## config.mk

```make
export PLATFORM = sky130hd
export DESIGN_NAME = rv32i_decode_stage
export DESIGN_NICKNAME = d
export VERILOG_FILES = /design/src/rtl/rv32i_decode_stage.sv
export SDC_FILE = /design/constraint.sdc
export NUM_CORES = 1
export LEC_CHECK = 0
export CAP_MARGIN = 40
export CORE_AREA = 2 2 132 134
export CTS_BUF_LIST = sky130_fd_sc_hd__clkbuf_4
export DETAILED_ROUTE_END_ITERATION = 8
export DIE_AREA = 0 0 134 136
export PLACE_DENSITY = 0.86
export SYNTH_ARGS = -nofsm -noshare
export SYNTH_HDL_FRONTEND = slang
export SYNTH_SLANG_ARGS = --single-unit
```

## constraint.sdc

```tcl
create_clock -name clk -period 2.45 [get_ports clk]
set_input_delay 0.245 -clock clk [delete_from_list [all_inputs] [get_ports clk]]
set_output_delay 0.245 -clock clk [all_outputs]
set_load 0.1 [all_outputs]
```

## src/rtl/rv32i_decode_stage.sv

```systemverilog
// rv32i_types: RV32I instruction layout, opcode/funct enums and the decode bundle.
// rv32i_decode_stage: RV32I decode stage with a two-entry skid buffer.
//   Fetch side : in_valid/in_ready handshake, in_instr (raw word), in_pc (sideband).
//   Exec side  : out_valid/out_ready handshake, registered decode bundle out_*
//                (pc, opcode, rd, rs1, rs2, funct3, funct7, imm, rd_we, illegal).
//   Control    : clk, rst_n (async active-low), flush (synchronous kill of entries).
//   Option     : DECODE_ILLEGAL_CNT_EN adds illegal_cnt[15:0], a saturating count
//                of illegal bundles handed to execute (cleared only by rst_n).
package rv32i_types;

    typedef struct packed {
        logic [6:0] funct7;
        logic [4:0] rs2;
        logic [4:0] rs1;
        logic [2:0] funct3;
        logic [4:0] rd;
        logic [6:0] opcode;
    } instr_t;

    typedef enum logic [6:0] {
        OPC_LOAD   = 7'b0000011,
        OPC_STORE  = 7'b0100011,
        OPC_BRANCH = 7'b1100011,
        OPC_JALR   = 7'b1100111,
        OPC_JAL    = 7'b1101111,
        OPC_IMM    = 7'b0010011,
        OPC_REG    = 7'b0110011,
        OPC_LUI    = 7'b0110111,
        OPC_AUIPC  = 7'b0010111
    } rv32i_opcode;

    typedef enum logic [2:0] {
        F3_ADD_SUB = 3'b000,
        F3_SLL     = 3'b001,
        F3_SRL_SRA = 3'b101
    } rv32i_funct3;

    typedef enum logic [6:0] {
        F7_BASE    = 7'b0000000,
        F7_VARIANT = 7'b0100000
    } rv32i_funct7;

    typedef struct packed {
        logic [6:0]  opcode;
        logic [4:0]  rd;
        logic [4:0]  rs1;
        logic [4:0]  rs2;
        logic [2:0]  funct3;
        logic [6:0]  funct7;
        logic [31:0] imm;
        logic        rd_we;
        logic        illegal;
    } dec_t;

endpackage

module rv32i_decode_stage
    import rv32i_types::*;
#(
    parameter int unsigned PC_W = 32
) (
    input  logic            clk,
    input  logic            rst_n,
    input  logic            flush,
    input  logic            in_valid,
    output logic            in_ready,
    input  logic [31:0]     in_instr,
    input  logic [PC_W-1:0] in_pc,
    output logic            out_valid,
    input  logic            out_ready,
    output logic [PC_W-1:0] out_pc,
    output logic [6:0]      out_opcode,
    output logic [4:0]      out_rd,
    output logic [4:0]      out_rs1,
    output logic [4:0]      out_rs2,
    output logic [2:0]      out_funct3,
    output logic [6:0]      out_funct7,
    output logic [31:0]     out_imm,
    output logic            out_rd_we,
    output logic            out_illegal
`ifdef DECODE_ILLEGAL_CNT_EN
    ,
    output logic [15:0]     illegal_cnt
`endif
);

    instr_t            ins;
    dec_t              dec;
    logic              illegal;
    logic [31:0]       imm;

    dec_t              or_q, or_d, sr_q, sr_d;
    logic [PC_W-1:0]   or_pc_q, or_pc_d, sr_pc_q, sr_pc_d;
    logic              or_valid_q, or_valid_d, sr_valid_q, sr_valid_d;
    logic              in_ready_q;
    logic              accept, xfer;

    assign ins = instr_t'(in_instr);

    // Combinational decode of the incoming word: legality and immediate.
    always_comb begin
        illegal = 1'b0;
        imm     = 32'd0;
        case (ins.opcode)
            OPC_LOAD: begin
                illegal = (ins.funct3 == 3'b011) || (ins.funct3 == 3'b110) ||
                          (ins.funct3 == 3'b111);
                imm     = {{20{in_instr[31]}}, in_instr[31:20]};
            end
            OPC_STORE: begin
                illegal = (ins.funct3 > 3'b010);
                imm     = {{20{in_instr[31]}}, in_instr[31:25], in_instr[11:7]};
            end
            OPC_BRANCH: begin
                illegal = (ins.funct3 == 3'b010) || (ins.funct3 == 3'b011);
                imm     = {{19{in_instr[31]}}, in_instr[31], in_instr[7],
                           in_instr[30:25], in_instr[11:8], 1'b0};
            end
            OPC_JALR: begin
                illegal = (ins.funct3 != 3'b000);
                imm     = {{20{in_instr[31]}}, in_instr[31:20]};
            end
            OPC_JAL: begin
                imm     = {{11{in_instr[31]}}, in_instr[31], in_instr[19:12],
                           in_instr[20], in_instr[30:21], 1'b0};
            end
            OPC_IMM: begin
                // Shift-immediates reuse funct7 as an encoding qualifier.
                if (ins.funct3 == F3_SLL)
                    illegal = (ins.funct7 != F7_BASE);
                else if (ins.funct3 == F3_SRL_SRA)
                    illegal = (ins.funct7 != F7_BASE) && (ins.funct7 != F7_VARIANT);
                imm     = {{20{in_instr[31]}}, in_instr[31:20]};
            end
            OPC_REG: begin
                // Only add/sub and srl/sra have a funct7 variant.
                if (ins.funct7 == F7_VARIANT)
                    illegal = (ins.funct3 != F3_ADD_SUB) && (ins.funct3 != F3_SRL_SRA);
                else
                    illegal = (ins.funct7 != F7_BASE);
            end
            OPC_LUI, OPC_AUIPC: begin
                imm     = {in_instr[31:12], 12'd0};
            end
            default: illegal = 1'b1;
        endcase
        if (illegal)
            imm = 32'd0;
    end

    always_comb begin
        dec.opcode  = ins.opcode;
        dec.rd      = ins.rd;
        dec.rs1     = ins.rs1;
        dec.rs2     = ins.rs2;
        dec.funct3  = ins.funct3;
        dec.funct7  = ins.funct7;
        dec.imm     = imm;
        dec.illegal = illegal;
        dec.rd_we   = !illegal && (ins.rd != 5'd0) &&
                      (ins.opcode != OPC_BRANCH) && (ins.opcode != OPC_STORE);
    end

    assign accept = in_valid && in_ready_q;
    assign xfer   = or_valid_q && out_ready;

    // Skid buffer next state: SR always drains into OR before new words.
    always_comb begin
        or_d       = or_q;
        or_pc_d    = or_pc_q;
        or_valid_d = or_valid_q;
        sr_d       = sr_q;
        sr_pc_d    = sr_pc_q;
        sr_valid_d = sr_valid_q;
        if (flush) begin
            or_valid_d = 1'b0;
            sr_valid_d = 1'b0;
        end else if (!or_valid_q || out_ready) begin
            if (sr_valid_q) begin
                or_d       = sr_q;
                or_pc_d    = sr_pc_q;
                or_valid_d = 1'b1;
                sr_valid_d = accept;
                if (accept) begin
                    sr_d    = dec;
                    sr_pc_d = in_pc;
                end
            end else begin
                or_valid_d = accept;
                if (accept) begin
                    or_d    = dec;
                    or_pc_d = in_pc;
                end
            end
        end else if (accept) begin
            sr_d       = dec;
            sr_pc_d    = in_pc;
            sr_valid_d = 1'b1;
        end
    end

    always_ff @(posedge clk or negedge rst_n) begin
        if (!rst_n) begin
            or_q       <= '0;
            or_pc_q    <= '0;
            or_valid_q <= 1'b0;
            sr_q       <= '0;
            sr_pc_q    <= '0;
            sr_valid_q <= 1'b0;
            in_ready_q <= 1'b1;
        end else begin
            or_q       <= or_d;
            or_pc_q    <= or_pc_d;
            or_valid_q <= or_valid_d;
            sr_q       <= sr_d;
            sr_pc_q    <= sr_pc_d;
            sr_valid_q <= sr_valid_d;
            in_ready_q <= !sr_valid_d;
        end
    end

    assign in_ready    = in_ready_q;
    assign out_valid   = or_valid_q;
    assign out_pc      = or_pc_q;
    assign out_opcode  = or_q.opcode;
    assign out_rd      = or_q.rd;
    assign out_rs1     = or_q.rs1;
    assign out_rs2     = or_q.rs2;
    assign out_funct3  = or_q.funct3;
    assign out_funct7  = or_q.funct7;
    assign out_imm     = or_q.imm;
    assign out_rd_we   = or_q.rd_we;
    assign out_illegal = or_q.illegal;

`ifdef DECODE_ILLEGAL_CNT_EN
    logic [15:0] cnt_q, cnt_d;

    // Saturating count of illegal bundles taken by execute; flush does not clear it.
    always_comb begin
        cnt_d = cnt_q;
        if (xfer && or_q.illegal && (cnt_q != 16'hFFFF))
            cnt_d = cnt_q + 16'd1;
    end

    always_ff @(posedge clk or negedge rst_n) begin
        if (!rst_n)
            cnt_q <= 16'd0;
        else
            cnt_q <= cnt_d;
    end

    assign illegal_cnt = cnt_q;
`endif

endmodule

```

==> impl_results.md, run 1 <==
- Critical path arrival: 2540 ps
- DR iter-0 viols: 613
- HP Class: in2reg
- Clock Sinks: approximately 200
- Top-Level Pins: ~170
- Number of post-CTS setup repair buffers: 0
- Most common flop cell mapped by yosys: dfrtp_1
- Reg power frac: 44.5%
- Post-synthesis cell type count: 43
- Skew-Pair Late Insertion Delay: 590 ps
- Leading cell type in the layout, fill and taps excluded: nand2_1
- HP Start: in_pc[14]
- Detailed Routing Iterations Pass 1: 8
- Htree depth: 4
- Share of post-route cells with drive strength above 1: 17.16%
- Syn Std Cell Area: 0.008924 mm2
- Worst vdd ir: 620.7 uV
- Clk pwr share: 22.4%
- Grt met2 use: 40.23%
- Met1 Resource Use GR: 36.37%
- Syn Inst Count: 946
- Period utilisation layout: 83.39%
- Pwr per Cell Area: 819.8 mW/mm2
- Final nets: 1175
- WS Path Type: reg2reg
- Vias in the first global route: 7154
- PnR worst setup slack: 406.9 ps
- IO buf count: 168
- Startpoint types: flop
- CTS Buf Count: 17
- Largest net degree at the start of global routing: 69
- Setup Slack @ Placement: around 16 ps
- Post-route cell area: 0.01116 mm2
- CTS tree: done
- Fin. max-slew vios: 0
- WL final: 23160 um
- Seq cells post-synth: ~200
- Initial core utilization: 52.88%
- Register area: ~0.0050 mm2
- First-pass GRT wire length: 37020 um
- DRC viols: 0
- GRT Util Overall: 25.79%
- Die span in y: around 140 um
- Fin crit period: 2043 ps
- Slew margin rel.: between 40% and 50%
- Max FO, Critical Path: 39
- Async SR Flop Fraction: 100.0%
- Logic pwr share: 33.1%
- Post-DP Area: 0.01079 mm2
- CP Data Required Time: between 2000 and 3000 ps
- Crit path from: out_valid
- Mean post-synth cell area: 9.433 um2
- Number of synthesis warnings: 0
- Final Skew: 14.30 ps
- Max Fclk: roughly 500 MHz
- Syn_nets: about 1000
- Max Cap Viol: 0
- Die Width: 134 um
- Most frequent cells in the layout: 294 x nand2_1, 197 x dfrtp_1, 137 x buf_4, 76 x o21ai_0, 67 x clkdlybuf4s50_1
- Net Sw Power: 3.740 mW
- Final Hold Violating Endpoints: 0
- Die area: roughly 0.018 mm2
- Switching share of total power: 40.87%
- Initial antenna violation count: 1
- Multi-input logic area: 0.003632 mm2
- Worst R2R Start: out_valid
- Met3 Use GR: 4.474%
- Std-Cell Rows: 48
- Clk buf depth: 2
- Leakage: ~5.3 nW
- RSZ-0062 raised after global routing: no
- GRT Residual Overflow: 0
- CP endpoint kind: flop
- Area delta synth->final: 25.08%
- Via count: 7495
- Cell-internal power: 5.411 mW
- Routability Congestion: roughly 0.87
- Post-layout instance count excluding filler cells: 1346
- Fin Setup TNS: 0 ps
- Clk root buf: clkbuf_4
- Post-synthesis sequential area ratio: 55.82%
- Final HPWL DP: 15740 um
- Final setup violating endpoints: 0
- EDFF count, synth: 0
- Post-route ant nets: 0
- Gr busiest metal: met2
- Status: complete, no violations
- Clock transition at the registers of the reported paths: 160 ps
- Slew @ Worst Pin: 815.1 ps
- Core Region: about 0.017 mm2
- Hold Slack: 182.2 ps
- FILL cells: 1340
- Cells after DPL: between 1000 and 1500
- DR WL/cell: 17.21 um
- Via density: 5.568
- PostCTS Resize Cnt: 0
-- path summary, 6_finish.rpt --
| check | cells past startpoint | slack, ps | endpoint |
|---|---|---|---|
| worst max-delay path | 5 | 410 | sr_q[20] |
| worst min-delay path | 3 | 180 | sr_pc_q[14] |
| worst max register to register | 5 | 410 | sr_q[20] |
| worst min register to register | 2 | 490 | sr_q[22] |
| max in group asynchronous | 3 | 1470 | out_imm[9] |
| min in group asynchronous | 2 | 190 | sr_q[20] |
-- critical path: stages (launching register included) --
cell and delay, ps:
dfrtp_1 370, nor2b_1 390, nor2_1 140, or3_4 520, buf_12 240, o31ai_1 270
-- cell families after synthesis --
logic type               after synthesis  share of synthesized area, %
AO/OA/AOI/OAI                        215                         14.72
multiplexers                          64                         7.179
AND/OR/NAND/NOR                      387                         18.35
adder cells (fa/ha/maj)                1                        0.1122
XOR/XNOR                               1                       0.09817
flip-flops                           199                         55.82
buffers and inverters                 79                         3.716
-- metrics by stage --
stage	power, mW	utilization (%)
finish	9.151	66.14
global placement	7.089	63.96
CTS	9.200	66.11
detailed placement	7.162	63.96
global route	9.534	66.14
floorplan	6.276	-
-- area by class of cell --
type / count / share of cell area, %
Antenna cell: 2 / 0.04484
Clock buffer: 17 / 1.143
Clock inverter: 15 / 2.018
Inverter: 6 / 0.2018
Multi-Input combinational cell: 668 / 32.54
Sequential cell: 199 / 44.66
Tap cell: 225 / 2.522
Timing Repair Buffer: 214 / 16.87
-- routing by layer --
| layer | share of wire [%] | vias to the layer above | routed length (um) |
|---|---|---|---|
| met2 | 46 | 290 | 10760 |
| met4 | 2.3 | 0 | 531 |
| li1 | - | 3559 | - |
| met5 | 0 | - | 0 |
| met3 | 6.3 | 36 | 1448 |
| met1 | 45 | 3610 | 10420 |
-- registers in the layout, summed over array words and instances, names as in the netlist --
name,flops
out_rs1,5
out_funct7,7
out_rs2,5
in_ready,1
out_rd,5
out_funct3,3
out_pc,32
out_valid,1
sr_pc_q,32
out_rd_we,1
sr_valid_q,1
out_imm,32
out_opcode,7
out_illegal,1
sr_q,66
-- cells in the mapped netlist (2+ instances only) --
library cell / count / area [um2]
a21oi_1: 64 / 320.3
a22oi_1: 6 / 45.04
a41o_1: 6 / 60.06
and3_1: 29 / 181.4
buf_1: 8 / 30.03
buf_2: 16 / 80.08
buf_6: 2 / 22.52
clkbuf_1: 47 / 176.4
dfrtp_1: 198 / 4955
inv_1: 6 / 22.52
mux2i_1: 64 / 640.6
nand2_1: 294 / 1104
nand2b_1: 6 / 37.54
nand3_1: 10 / 50.05
nor2_1: 24 / 90.09
nor2b_1: 2 / 12.51
nor3_1: 5 / 25.02
nor3_2: 2 / 20.02
nor4_1: 2 / 12.51
o21ai_0: 76 / 380.4
o221ai_1: 2 / 17.52
o22ai_1: 2 / 12.51
o31ai_1: 49 / 367.9
o31ai_2: 4 / 50.05
or3_1: 3 / 18.77
or4_1: 2 / 15.01
-- power groups by stage --
stage,Clock [mW],Sequential [mW],Combinational (mW)
6_report,2.05,4.07,3.03
5_1_grt,2.21,4.13,3.19
4_1_cts,2.10,4.07,3.04
3_5_place_dp,0,4.13,3.03
3_3_place_gp,0,4.11,2.98
2_1_floorplan,0,5.66,0.613
-- timing repair --
item	CTS	global route
hold endpoints to repair	65	0
endpoints found under the setup margin	0	0
hold buffers	1	0
No activity file was read; power rests on OpenSTA's default activity.
==> inputs of run 2 (changes only) <==
==> constraint.sdc (replaced) <==
create_clock -name clk -period 2 [get_ports clk]
set_input_delay 0.2 -clock clk [delete_from_list [all_inputs] [get_ports clk]]
set_output_delay 0.2 -clock clk [all_outputs]
set_load 0.1 [all_outputs]
==> run 2 against run 1 <==
Clock skew up 6.4 ps. Largest power group unchanged. Combinational power grew 24%. Cell area increased by 1.3%. Wire length shrank 0.52%. Maximum frequency grew 8.0%. Clock power down 7%. Sequential power increased by 22%. Non-clock buffer count up 36. Cell count is 2.5% higher. Via count grew 1.2%.
==> impl_results.md, run 2 (synthesis results as in run 1) <==
- Die span in y: 136 um (unchanged)
- Worst R2R Start: in_ready
- HP Class: in2async
- WL final: 23040 um (-0.52%)
- Die area: 0.01822 mm2 (unchanged)
- Post-route cell area: 0.01131 mm2 (+1.3%)
- Initial core utilization: 52.88% (unchanged)
- DR iter-0 viols: 463 (-24%)
- Std-Cell Rows: 48 (unchanged)
- Setup Slack @ Placement: -388.6 ps (-404.5 ps)
- Core Region: 0.01688 mm2 (unchanged)
- Slew @ Worst Pin: 634.1 ps (-181.0 ps)
- Max FO, Critical Path: 44 (+13%)
- Top-Level Pins: 169 (unchanged)
- Worst vdd ir: 675.7 uV (+8.8%)
- WS Path Type: reg2reg
- Clk root buf: clkbuf_4
- Htree depth: 4 (unchanged)
- CP Data Required Time: 2500 ps (-440 ps)
- Skew-Pair Late Insertion Delay: 590 ps (about the same)
- Routability Congestion: 0.8772 (+0.52%)
- Reg-to-Reg End: out_opcode[2]
- Final nets: 1211 (+3.1%)
- Detailed Routing Iterations Pass 1: 5 (-3)
- Slew margin rel.: 57.54% (+12 points)
- Clock transition at the registers of the reported paths: 150 ps (about the same)
- DR WL/cell: 16.69 um (-3.0%)
- Area delta synth->final: 26.72%
- RSZ-0062 raised after global routing: no
- Clk buf depth: 2 (unchanged)
- GRT Residual Overflow: 0 (unchanged)
- R2R cell count: 4 (-1)
- Fin crit period: 1892 ps (-151.0 ps)
- CTS tree: done
- Status: complete, no violations
- IO buf count: 168 (unchanged)
- PnR worst setup slack: 107.9 ps (-299.0 ps)
- Number of post-CTS setup repair buffers: 0 (unchanged)
- PostCTS Resize Cnt: 0 (unchanged)
- Final HPWL DP: 16360 um (+4.0%)
- Largest net degree at the start of global routing: 62 (-10%)
- Share of post-route cells with drive strength above 1: 19.67% (+2.5 points)
- Hold Buf Count CTS: 1 (unchanged)
- Post-DP Area: 0.01107 mm2 (+2.5%)
- Max reg flops: 66 (unchanged)
- Initial antenna violation count: 1 (unchanged)
- Post-route ant nets: 0 (unchanged)
- Largest Register: sr_q
- Pwr per Cell Area: 939.3 mW/mm2 (+15%)
- Critical path arrival: 2390 ps (-150 ps)
- Final Hold Violating Endpoints: 0 (unchanged)
- Final core utilization: 67.01% (+0.87 points)
- FILL cells: 1349 (+0.67%)
- GRT Util Overall: 25.92% (+0.13 points)
- Most frequent cells in the layout: 293 x nand2_1, 196 x dfrtp_1, 174 x buf_4, 76 x o21ai_0, 67 x clkdlybuf4s50_1
- Final setup violating endpoints: 0 (unchanged)
- DRC viols: 0 (unchanged)
- Leakage: 5.407 nW (+2.3%)
- Die Width: 134 um (unchanged)
- Period utilisation layout: 94.60% (+11 points)
- Fin. max-slew vios: 0 (unchanged)
- Clock Sinks: 199 (unchanged)
- Max Fclk: 528.5 MHz (+8.0%)
- CP endpoint kind: flop
- Startpoint types: flop
- Final Skew: 20.67 ps (+6.366 ps)
- Vias in the first global route: 7346 (+2.7%)
- Via density: 5.498 (-1.3%)
- Max Cap Viol: 0 (unchanged)
- Via count: 7587 (+1.2%)
- R2R Setup Slk: 110 ps (-300 ps)
- CTS Buf Count: 17 (unchanged)
- First-pass GRT wire length: 37400 um (+1.0%)
- Leading cell type in the layout, fill and taps excluded: nand2_1
-- run 2: cell count changes in the layout (fill, tap and decap cells not counted), moves of 2 or more --
cell / delta
buf_4: +37
bufinv_16: -4
clkinv_1: +4
clkinvlp_4: -3
clkbuf_4: +2
clkinv_2: +2
inv_8: -2
-- run 2: report_power, final --
group	leakage (nW)	switching [mW]	internal [mW]
logic	2.71	2.85	0.898
clock network	0.131	1.29	0.613
registers	2.57	0.339	4.64
-- run 2: final cells by class --
type / instances / area [um2] / share of cell area [%]
Antenna cell: 1 / 2.502 / 0.02213
Clock inverter: 12 / 85.08 / 0.7524
Timing Repair Buffer: 250 / 2141 / 18.93
Sequential cell: 199 / 4992 / 44.15
Tap cell: 225 / 281.5 / 2.489
Multi-Input combinational cell: 668 / 3641 / 32.20
Inverter: 6 / 22.52 / 0.1992
Clock buffer: 19 / 142.6 / 1.261
-- run 2: per-stage QoR --
| stage | hold slack, ps | cells | TNS (ps) | power, mW |
|---|---|---|---|---|
| finish | 132.3 | 1380 | 0 | 10.62 |
| global route | 137.8 | 1380 | 0 | 11.08 |
| CTS | 129.3 | 1379 | 0 | 10.66 |
| detailed placement | 215.4 | 1347 | -19610 | 8.811 |
| global placement | 209.7 | 1347 | -18400 | 8.718 |
| floorplan | -95.59 | 946 | 0 | 7.698 |
-- run 2: worst max path at each step --
stage / from / to / slack (ps) / cells past startpoint
2_1_floorplan: in_ready / sr_q[1] / 8 / 5
3_3_place_gp: in_instr[6] / out_imm[17] / -350 / 7
3_5_place_dp: in_instr[6] / out_imm[14] / -390 / 7
4_1_cts: in_ready / out_opcode[2] / 100 / 4
5_1_grt: out_valid / out_rd[0] / 40 / 4
6_report: in_ready / out_opcode[2] / 110 / 4
-- run 2: worst max-delay path: stages (launching register included) --
cell and delay [ps]:
dfstp_4 660, a21oi_2 80, or3_4 490, buf_4 320, o21ai_0 270
-- run 2: per-layer routing --
metal	part of all wire [%]	global-route usage, %	vias up
met2	48	40.97	245
met4	2.4	9.870	0
met5	0	0	-
met3	6.4	4.922	49
met1	44	35.86	3672
li1	-	-	3621
